`config.mk`:
```
export PLATFORM = sky130hd
export DESIGN_NAME = ram_burst_reader
export DESIGN_NICKNAME = d
export VERILOG_FILES = /design/src/rtl/ram_burst_reader.sv
export SDC_FILE = /design/constraint.sdc
export NUM_CORES = 1
export LEC_CHECK = 0
export ABC_AREA = 1
export BUFFER_PORTS_ARGS = -buffer_cell sky130_fd_sc_hd__buf_2
export CORE_MARGIN = 3
export CORE_UTILIZATION = 37
export CTS_BUF_LIST = sky130_fd_sc_hd__clkbuf_4 sky130_fd_sc_hd__clkbuf_8
export CTS_CLUSTER_SIZE = 40
export DETAILED_ROUTE_END_ITERATION = 12
export PLACE_DENSITY = 0.61
export SYNTH_ARGS = -nofsm -noshare
export SYNTH_HDL_FRONTEND = slang
export SYNTH_SLANG_ARGS = --single-unit
```
`constraint.sdc`:
```
create_clock -name clk -period 8.7 [get_ports clk]
set_clock_uncertainty 0.1 [all_clocks]
set_input_delay 1.74 -clock clk [delete_from_list [all_inputs] [get_ports clk]]
set_output_delay 1.74 -clock clk [all_outputs]
set_load 0.02 [all_outputs]
```
`src/rtl/ram_burst_reader.sv`:
```
// rtl/ram_burst_reader.sv - burst read engine: sequential wrapped RAM reads presented as a valid/ready stream
// Credits cover reads in flight plus skid FIFO occupancy, so the FIFO can never overflow.
module ram_burst_reader #(
    parameter int WORD_COUNT = 640,
    parameter int ADDR_WIDTH = 10,
    parameter int DATA_WIDTH = 128,
    parameter int LEN_WIDTH  = 11,
    parameter int RD_LATENCY = 1,
    parameter int SKID_DEPTH = 4
) (
    input  logic                  clk,
    input  logic                  reset,
    input  logic                  cmd_valid,
    output logic                  cmd_ready,
    input  logic [ADDR_WIDTH-1:0] cmd_addr,
    input  logic [LEN_WIDTH-1:0]  cmd_len,
    output logic                  rd_en,
    output logic [ADDR_WIDTH-1:0] rd_addr,
    input  logic [DATA_WIDTH-1:0] rd_data,
    output logic                  out_valid,
    input  logic                  out_ready,
    output logic [DATA_WIDTH-1:0] out_data,
    output logic                  out_last,
    output logic                  done
);

    localparam int PW = $clog2(SKID_DEPTH);
    localparam int CW = $clog2(SKID_DEPTH + 1);
    localparam logic [CW-1:0]         CREDIT_MAX = CW'(SKID_DEPTH);
    localparam logic [CW-1:0]         CREDIT_ONE = CW'(1);
    localparam logic [ADDR_WIDTH-1:0] ADDR_LAST  = ADDR_WIDTH'(WORD_COUNT - 1);
    localparam logic [ADDR_WIDTH-1:0] ADDR_ONE   = ADDR_WIDTH'(1);
    localparam logic [LEN_WIDTH-1:0]  LEN_ONE    = LEN_WIDTH'(1);
    localparam logic [PW:0]           PTR_ONE    = (PW + 1)'(1);

    typedef enum logic [1:0] {
        IDLE,
        ISSUE,
        DRAIN
    } state_t;

    state_t state_q;
    state_t state_d;

    logic [ADDR_WIDTH-1:0] addr_q;
    logic [ADDR_WIDTH-1:0] rd_addr_q;
    logic [LEN_WIDTH-1:0]  remaining_q;
    logic [CW-1:0]         credits_q;
    logic [RD_LATENCY-1:0] pipe_valid_q;
    logic [RD_LATENCY-1:0] pipe_last_q;
    logic [RD_LATENCY:0]   pipe_valid_in;
    logic [RD_LATENCY:0]   pipe_last_in;
    logic [DATA_WIDTH-1:0] fifo_data [SKID_DEPTH];
    logic [SKID_DEPTH-1:0] fifo_last_q;
    logic [PW:0]           wr_ptr_q;
    logic [PW:0]           rd_ptr_q;
    logic                  done_q;

    logic idle_ready;
    logic issue;
    logic issue_last;
    logic finish;
    logic accept;
    logic pop;
    logic fill;
    logic fifo_empty;

    // Reset forces every output low combinationally, even before the first reset edge.
    assign fifo_empty = (wr_ptr_q == rd_ptr_q);
    assign out_valid  = !reset && !fifo_empty;
    assign pop        = out_valid && out_ready;
    assign cmd_ready  = !reset && idle_ready;
    assign accept     = cmd_ready && cmd_valid;
    assign rd_en      = !reset && issue;
    assign rd_addr    = reset ? '0 : (issue ? addr_q : rd_addr_q);
    assign out_data   = out_valid ? fifo_data[rd_ptr_q[PW-1:0]] : '0;
    assign out_last   = out_valid && fifo_last_q[rd_ptr_q[PW-1:0]];
    assign done       = !reset && done_q;

    assign issue_last    = issue && (remaining_q == LEN_ONE);
    assign pipe_valid_in = {pipe_valid_q, issue};
    assign pipe_last_in  = {pipe_last_q, issue_last};
    assign fill          = pipe_valid_in[RD_LATENCY];

    always_ff @(posedge clk) begin
        if (reset) begin
            state_q <= IDLE;
        end else begin
            state_q <= state_d;
        end
    end

    always_comb begin
        state_d    = state_q;
        idle_ready = 1'b0;
        issue      = 1'b0;
        finish     = 1'b0;
        unique case (state_q)
            IDLE: begin
                idle_ready = 1'b1;
                if (cmd_valid && (cmd_len != '0)) begin
                    state_d = ISSUE;
                end
            end
            ISSUE: begin
                if ((remaining_q != '0) && (credits_q < CREDIT_MAX)) begin
                    issue = 1'b1;
                    if (remaining_q == LEN_ONE) begin
                        state_d = DRAIN;
                    end
                end
            end
            DRAIN: begin
                // Leave as the final word pops so done lands the cycle after delivery.
                if ((credits_q == '0) || ((credits_q == CREDIT_ONE) && pop)) begin
                    finish  = 1'b1;
                    state_d = IDLE;
                end
            end
            default: state_d = IDLE;
        endcase
    end

    always_ff @(posedge clk) begin
        if (reset) begin
            addr_q       <= '0;
            rd_addr_q    <= '0;
            remaining_q  <= '0;
            credits_q    <= '0;
            pipe_valid_q <= '0;
            pipe_last_q  <= '0;
            fifo_last_q  <= '0;
            wr_ptr_q     <= '0;
            rd_ptr_q     <= '0;
            done_q       <= 1'b0;
        end else begin
            if (accept) begin
                addr_q      <= cmd_addr;
                remaining_q <= cmd_len;
            end else if (issue) begin
                addr_q      <= (addr_q == ADDR_LAST) ? '0 : addr_q + ADDR_ONE;
                remaining_q <= remaining_q - LEN_ONE;
                rd_addr_q   <= addr_q;
            end
            credits_q    <= credits_q + CW'(issue) - CW'(pop);
            pipe_valid_q <= pipe_valid_in[RD_LATENCY-1:0];
            pipe_last_q  <= pipe_last_in[RD_LATENCY-1:0];
            if (fill) begin
                fifo_last_q[wr_ptr_q[PW-1:0]] <= pipe_last_in[RD_LATENCY];
                wr_ptr_q                      <= wr_ptr_q + PTR_ONE;
            end
            if (pop) begin
                rd_ptr_q <= rd_ptr_q + PTR_ONE;
            end
            done_q <= (accept && (cmd_len == '0)) || finish;
        end
    end

    // Payload storage needs no reset: out_data is masked while the FIFO is empty.
    always_ff @(posedge clk) begin
        if (fill) begin
            fifo_data[wr_ptr_q[PW-1:0]] <= rd_data;
        end
    end

endmodule

```
**Word level (Yosys, flattened, before mapping)**

Memories as Yosys holds them, arrays and structs flattened. A register that Yosys moved wholly into a read port is not among the register bits.
Index checks and enable logic that the tools add are counted.

- Logic and storage cells: 83
- Output and inout port bits: 143
- Input bits: 153
- Memories: 1
- Flip-flop bits (word level): 49
- Bits in writable memories: 512

- Magnitude comparators: 4
- Reductions and logical operators: 24
- Equality and inequality tests: 10
- Multiplexer cells: 27
- $add $sub $neg: 6

Memories:

| memory | words | width | rd ports | clocked after memory_dff | wr ports | line | RTL |
|---|---|---|---|---|---|---|---|
| fifo_data | 4 | 128 | 1 | 1 | 1 | 53 | `logic [DATA_WIDTH-1:0] fifo_data [SKID_DEPTH];` |

Operators with widths:

| operator | count |
|---|---|
| $mux 128 | 1 |
| $mux 10 | 5 |
| $mux 11 | 2 |
| $reduce_bool 11->1 | 2 |
| $logic_and 1x1->1 | 13 |
| $mux 2 | 6 |
| $eq 11x1->1 const B | 1 |
| $logic_not 11->1 | 1 |
| $sub 11x1->11 const B | 1 |
| $add 10x1->10 const B | 1 |
| $eq 10x10->1 const B | 1 |
| $mux 1 | 9 |
| $ne 2x2->1 const B | 4 |
| $add 3x1->3 const B | 2 |
| $lt 2x3->1 const B | 2 |
| $pmux 2 s3 | 1 |
| $bwmux 4 | 1 |
| $reduce_and 4->1 | 1 |
| $add 3x1->3 | 1 |
| $eq 3x1->1 const B | 1 |
| $eq 3x3->1 | 1 |
| $logic_not 3->1 | 1 |
| $lt 3x3->1 const B | 1 |
| $sub 3x1->3 | 1 |
| other kinds (9) | 11 |

**Depth between registers and ports, before layout**

Gate-level depths: netlist (run 1).

- Word-level depth: 9
- Mapped depth: 13
- Gate-level depth less buffers: 13

**Worst setup path after synthesis (run 1)**

No wires, ideal clock.

- Path type: input port to output port
- Start: input reset
- End: output out_data[118]
- Buffers on the path: 3
- Path slack: 4.074 ns
- Data arrival time: 2.786 ns
- Stages: 6
- Required time: 6.860 ns
- Cell sequence: buf_2 -> inv_1 -> nand2_1 -> buf_2 -> buf_2 -> a21oi_1

- Cells in the longest elaborated chain, start to end: 3

Ends and longest elaborated chain:

| item | line | RTL |
|---|---|---|
| start, declared | 12 | `input logic reset,` |
| $logic_not 1->1 | 70 | `assign out_valid = !reset && !fifo_empty;` |
| $logic_and 1x1->1 | 70 |  |
| $mux 128 | 76 | `assign out_data = out_valid ? fifo_data[rd_ptr_q[PW-1:0]] : '0;` |
| end, declared | 22 | `output logic [DATA_WIDTH-1:0] out_data,` |

No other way between the ends.

**Worst setup path after layout (run 1)**

- Start: input reset
- End: output out_data[104]

The elaborated chain is that of the path after synthesis.

==> flow_summary_export.csv, run 1 <==
group,metric,value,unit
sta,post-route-period-util,0.7055,
worst_hold_path,hold_depth,2,
power_and_ir_drop,ir_drop,0.1481,mV
synth,syn_nets,2132,
critical_path,r2r_start,"wr_ptr_q[0]",
synth,synth_area,22620,sq um
final_layout,fin_nets,2420,
global_routing,grt_pass1_wl,85.57,mm
global_routing,first_global_vias,15189,
cts,cts.path.max_buffers,3,
run_status,outcome,"finished clean",
sta,slew_viol_final,0,
cts,cts_hold_buf,0,
synth,synth_edf_count,512,
flow_run,maxCapViolCount,0,
critical_path,worstSetupPathType,"in2out",
cts,cts_tree,"built",
synth,yosys_warnings,0,
cts,cts.sinks,563,
drt,drc,0,
cts,cts_buffers,95,
synth,ys.flop_type,"edfxtp_1",
synth,ys_ff_latch,563,
global_routing,antenna_found_initial,27,
die,fp.coreArea,59690,sq um
sta,period_needed,6.138,ns
synth,yosysSeqAreaShare,0.7249,
synth,async_reset_ff_frac,0,
critical_path,path_max_fanout,64,
synth,syn_inst,1967,
drt,vias_per_cell,4.918,
drt,ant_nets,0,
die,start_util,0.3789,
power_and_ir_drop,total_power,6.381,mW
sta,tns,0,ns
global_routing,track_usage,0.1740,
power_and_ir_drop,power_density,240.4,nW/um^2
place,gp_congestion,0.8303,
cts,cts.clk_slew.worst_paths,0.05,ns
die,die_y,253.2,microns
critical_path,r2r_slack,5.88,ns
critical_path,cp_data_required_time,6.86,ns
die,chipWidth,253.2,microns
critical_path,critPathLaunchType,"primary input",
critical_path,cp_data_arrival_time,4.30,ns
worst_hold_path,min_to,"rd_addr_q[4]",
cts,cts-root-buf,"clkbuf_8",
sta,setup_violations,0,
cts,h-tree-depth,3,
place,pre_cts_ws,2.538,ns
final_layout,final_common_cell,"nor2_1",
drt,drt_first_pass_iters,6,
die,rows,89,
sta,whs,0.3755,ns
sta,worst_slew_pin_slew,1.220,ns
place,dp.cells,2931,
final_layout,area_growth,17.38,%
cts,ctsResizeCount,0,
cts,cts_setup_buffers,0,
power_and_ir_drop,power.leakage,9.915,nW
sta,worst_slack,2.562,ns
place,port_buffers,295,
critical_path,crit_path_end_kind,"output port",
sta,rsz0062_at_grt,"no",
sta,max-slew-margin-rel,0.1865,
worst_hold_path,hold_start,"rd_addr_q[4]",
final_layout,final_cell_mix,"nor2_1, edfxtp_1, buf_2",
final_layout,stdcell_count,3122,
drt,wl_per_cell,18.18,microns
die,die-area,64130,sq um
place,dp_hpwl,31.94,mm
global_routing,grt_max_degree,185,
critical_path,reg2reg_depth,5,
worst_hold_path,hp-class,"reg2reg",
drt,wl,56.77,mm
cts,clkLatencyLatePin,0.68,ns
synth,netlist-cell-type-count,34,
drt,num_vias,15355,
sta,timing.fmax,0.1629,GHz
global_routing,overflow,0,
sta,hold_viol_final,0,
synth,syn_avg_cell_area,11.50,sq um
die,io-pin-count,296,
drt,drtIter0Drc,1048,
critical_path,r2r_end,"fifo_data[0][82]",
final_layout,layout-drive-gt1-share,0.2055,
worst max-delay path, stage by stage:
cell	delay [ns]
buf_2	0.07
buf_4	0.46
inv_1	0.39
nand2_4	0.79
buf_4	0.47
a21oi_1	0.09
buf_2	0.18
worst max path at each step:
stage | startpoint | to | cells after the start
4_1_cts | reset | out_data[33] | 7
6_report | reset | out_data[104] | 7
3_5_place_dp | reset | out_data[33] | 7
3_3_place_gp | reset | out_data[77] | 7
2_1_floorplan | reset | out_data[118] | 6
5_1_grt | reset | out_data[87] | 7
synthesized netlist by cell type (5+ instances only):
master | n | area, sq um
buf_2 | 44 | 220.2
xor2_1 | 5 | 43.79
edfxtp_1 | 512 | 15370
ha_1 | 11 | 137.6
o21ai_1 | 7 | 35.03
nand3_1 | 22 | 110.1
a21oi_1 | 172 | 860.8
dfxtp_1 | 51 | 1021
clkbuf_1 | 60 | 225.2
o21ai_0 | 276 | 1381
nand2_1 | 129 | 484.2
nor2_1 | 574 | 2155
buf_1 | 7 | 26.28
inv_1 | 57 | 214.0
metal layers:
metal  part of all wire  up-vias  track usage
met3              0.074      112      0.05608
met2               0.49      427       0.2870
met5             0.0020        -            0
met4              0.027       18      0.06953
li1                   -     7452            -
met1               0.41     7346       0.2125
cells by family (layout without fill, tap and decap cells):
logic type	Yosys count	after routing	synth area share
xor gates and xnor gates	9	9	0.003485
adders and majority gates	12	12	0.006971
and+or+nand+nor	748	748	0.1294
buffers and inverters	175	539	0.03275
DFF	563	563	0.7249
other	0	18	0
AOI/OAI and AO/OA	460	460	0.1025
flip-flops by register name (all words and copies together) (netlist names), named ones only:
signal and flops:
done_q 1, state_q 2, remaining_q 11, fill 1, credits_q 3, rd_ptr_q 3, wr_ptr_q 3, fifo_data 512
rd_addr_q 10, pipe_last_q 1, addr_q 10, fifo_last_q 4
where the power goes:
part	switching, mW	leakage (nW)	total [mW]	internal, mW
registers	0.0741	5.03	3.15	3.08
clock network	1.05	0.963	2.25	1.20
logic	0.693	3.92	0.979	0.285
total	1.82	9.92	6.38	4.56
metrics by stage:
stage | util | instance area (sq um)
CTS | 0.4440 | 26500
floorplan | - | 22620
finish | 0.4448 | 26550
detailed placement | 0.4136 | 24690
global route | 0.4446 | 26540
global placement | 0.4136 | 24690
final cells by class:
| class | instances | area, sq um |
|---|---|---|
| inverters | 59 | 251.5 |
| clock inverters | 40 | 209.0 |
| fillers | 5521 | 33140 |
| flip-flops and latches | 563 | 16400 |
| well taps | 773 | 967.2 |
| diodes | 18 | 45.04 |
| clock buffers | 133 | 1605 |
| repair buffers | 307 | 1579 |
| multi-input cells | 1229 | 5488 |
Power figures use the tool's default switching activity.
==> run 2, diff against run 1 <==
clock period = 5.84 ns   (was 8.7 ns; I/O delays follow)
==> flow_summary_export.csv, run 2 (synthesis gave the netlist of run 1 again) <==
group,metric,value,unit
cts,cts-root-buf,"clkbuf_8",
place,dp_hpwl,32.58,mm
die,io-pin-count,296,
global_routing,first_global_vias,14917,
critical_path,r2r_start,"wr_ptr_q[0]",
global_routing,overflow,0,
drt,drc,0,
final_layout,fin_nets,2423,
run_status,outcome,"finished clean",
cts,ctsResizeCount,0,
drt,wl,56.56,mm
sta,tns,0,ns
drt,drt_first_pass_iters,5,
final_layout,utilization,0.4457,
cts,h-tree-depth,3,
critical_path,r2r_slack,3.03,ns
cts,cts_tree,"built",
sta,setup_violations,0,
final_layout,stdcell_count,3111,
sta,post-route-period-util,0.7847,
final_layout,area_growth,17.63,%
global_routing,antenna_found_initial,19,
critical_path,r2r_end,"fifo_data[3][123]",
critical_path,reg2reg_depth,4,
power_and_ir_drop,power_density,359.9,nW/um^2
cts,cts.sinks,563,
die,fp.coreArea,59690,sq um
cts,cts.clk_slew.worst_paths,0.06,ns
final_layout,multiInputGateArea,5488,sq um
critical_path,cp_data_arrival_time,3.31,ns
final_layout,largest_register_ff_count,512,
die,rows,89,
sta,hold_viol_final,0,
worst_hold_path,hp-class,"reg2reg",
place,dp.cells,2933,
sta,slew_viol_final,0,
cts,cts_buffers,96,
die,die-area,64130,sq um
global_routing,grt_pass1_wl,85.26,mm
critical_path,cp_data_required_time,4.57,ns
sta,rsz0062_at_grt,"no",
sta,worst_slew_pin_slew,1.180,ns
final_layout,n_fill_cell,5456,
drt,num_vias,15350,
cts,cts_hold_buf,0,
power_and_ir_drop,ir_drop,0.1875,mV
flow_run,maxCapViolCount,0,
die,die_y,253.2,microns
cts,cts.path.max_buffers,3,
cts,cts_setup_buffers,0,
sta,period_needed,4.582,ns
drt,ant_nets,0,
power_and_ir_drop,power.leakage,9.957,nW
final_layout,layout-drive-gt1-share,0.2076,
cts,clkLatencyLatePin,0.68,ns
worst_hold_path,hold_start,"rd_addr_q[9]",
critical_path,worstSetupPathType,"reg2out",
drt,drtIter0Drc,1072,
sta,timing.fmax,0.2182,GHz
global_routing,track_usage,0.1724,
final_layout,final_common_cell,"nor2_1",
global_routing,grt_max_degree,227,
power_and_ir_drop,total_power,9.574,mW
place,port_buffers,295,
drt,vias_per_cell,4.934,
critical_path,critical_path.endpoint,"out_data[84]",
final_layout,final_cell_mix,"nor2_1, edfxtp_1, buf_2",
sta,max-slew-margin-rel,0.2131,
drt,wl_per_cell,18.18,microns
critical_path,crit_path_end_kind,"output port",
die,chipWidth,253.2,microns
place,gp_congestion,0.8272,
critical_path,path_max_fanout,83,
sta,whs,0.3699,ns
die,start_util,0.3789,
critical_path,critPathLaunchType,"flip-flop",
final_layout,ff_latch_area,16400,sq um
==> run 2: cell types whose count changed in the layout (fill, tap and decap cells not counted), sizes merged <==
cell / before / now
inv: 64 / 63
bufinv: 0 / 2
clkbuf: 133 / 134
clkinvlp: 2 / 1
buf: 307 / 309
diode: 18 / 11
clkinv: 33 / 26
==> run 2: layer usage <==
layer	routed length, microns	vias to the layer above	track usage
li1	-	7440	-
met1	23530	7292	0.2189
met2	27630	498	0.2887
met3	4068	106	0.04766
met4	1226	14	0.05240
met5	98	-	0
==> run 2: final cells by class <==
type                            count  area share
Sequential cell                   563      0.6166
Clock buffer                      134     0.06039
Clock inverter                     33    0.009030
Multi-Input combinational cell   1229      0.2063
Inverter                           59    0.009453
Antenna cell                       11    0.001035
Timing Repair Buffer              309     0.06086
Tap cell                          773     0.03636
==> run 2: stage by stage <==
| step | setup slack [ns] | instance area, sq um |
|---|---|---|
| floorplan | 2.124 | 22620 |
| global placement | 1.592 | 24730 |
| detailed placement | 1.542 | 24730 |
| CTS | 1.133 | 26580 |
| global route | 1.018 | 26590 |
| finish | 1.258 | 26600 |
==> run 2: worst min path at each step <==
| stage | slack (ns) | endpoint | cells after the start |
|---|---|---|---|
| finish | 0.37 | rd_addr_q[9] | 2 |
| global route | 0.40 | rd_addr_q[9] | 2 |
| CTS | 0.38 | rd_addr_q[4] | 2 |
| detailed placement | 0.37 | rd_addr_q[2] | 2 |
| global placement | 0.36 | rd_addr_q[8] | 2 |
| floorplan | 0.35 | fifo_last_q[1] | 2 |
==> run 2: worst max-delay path, cell delays in order, from the launching register on <==
cell	delay, ns
dfxtp_4	0.51
inv_4	0.85
buf_4	0.65
nor2_1	0.10
o21ai_0	0.18
a21oi_1	0.11
buf_2	0.18
==> run 2: power breakdown <==
group | internal [mW] | switching, mW
clock network | 1.87 | 1.54
logic | 0.431 | 1.05
registers | 4.59 | 0.0980
total | 6.89 | 2.69
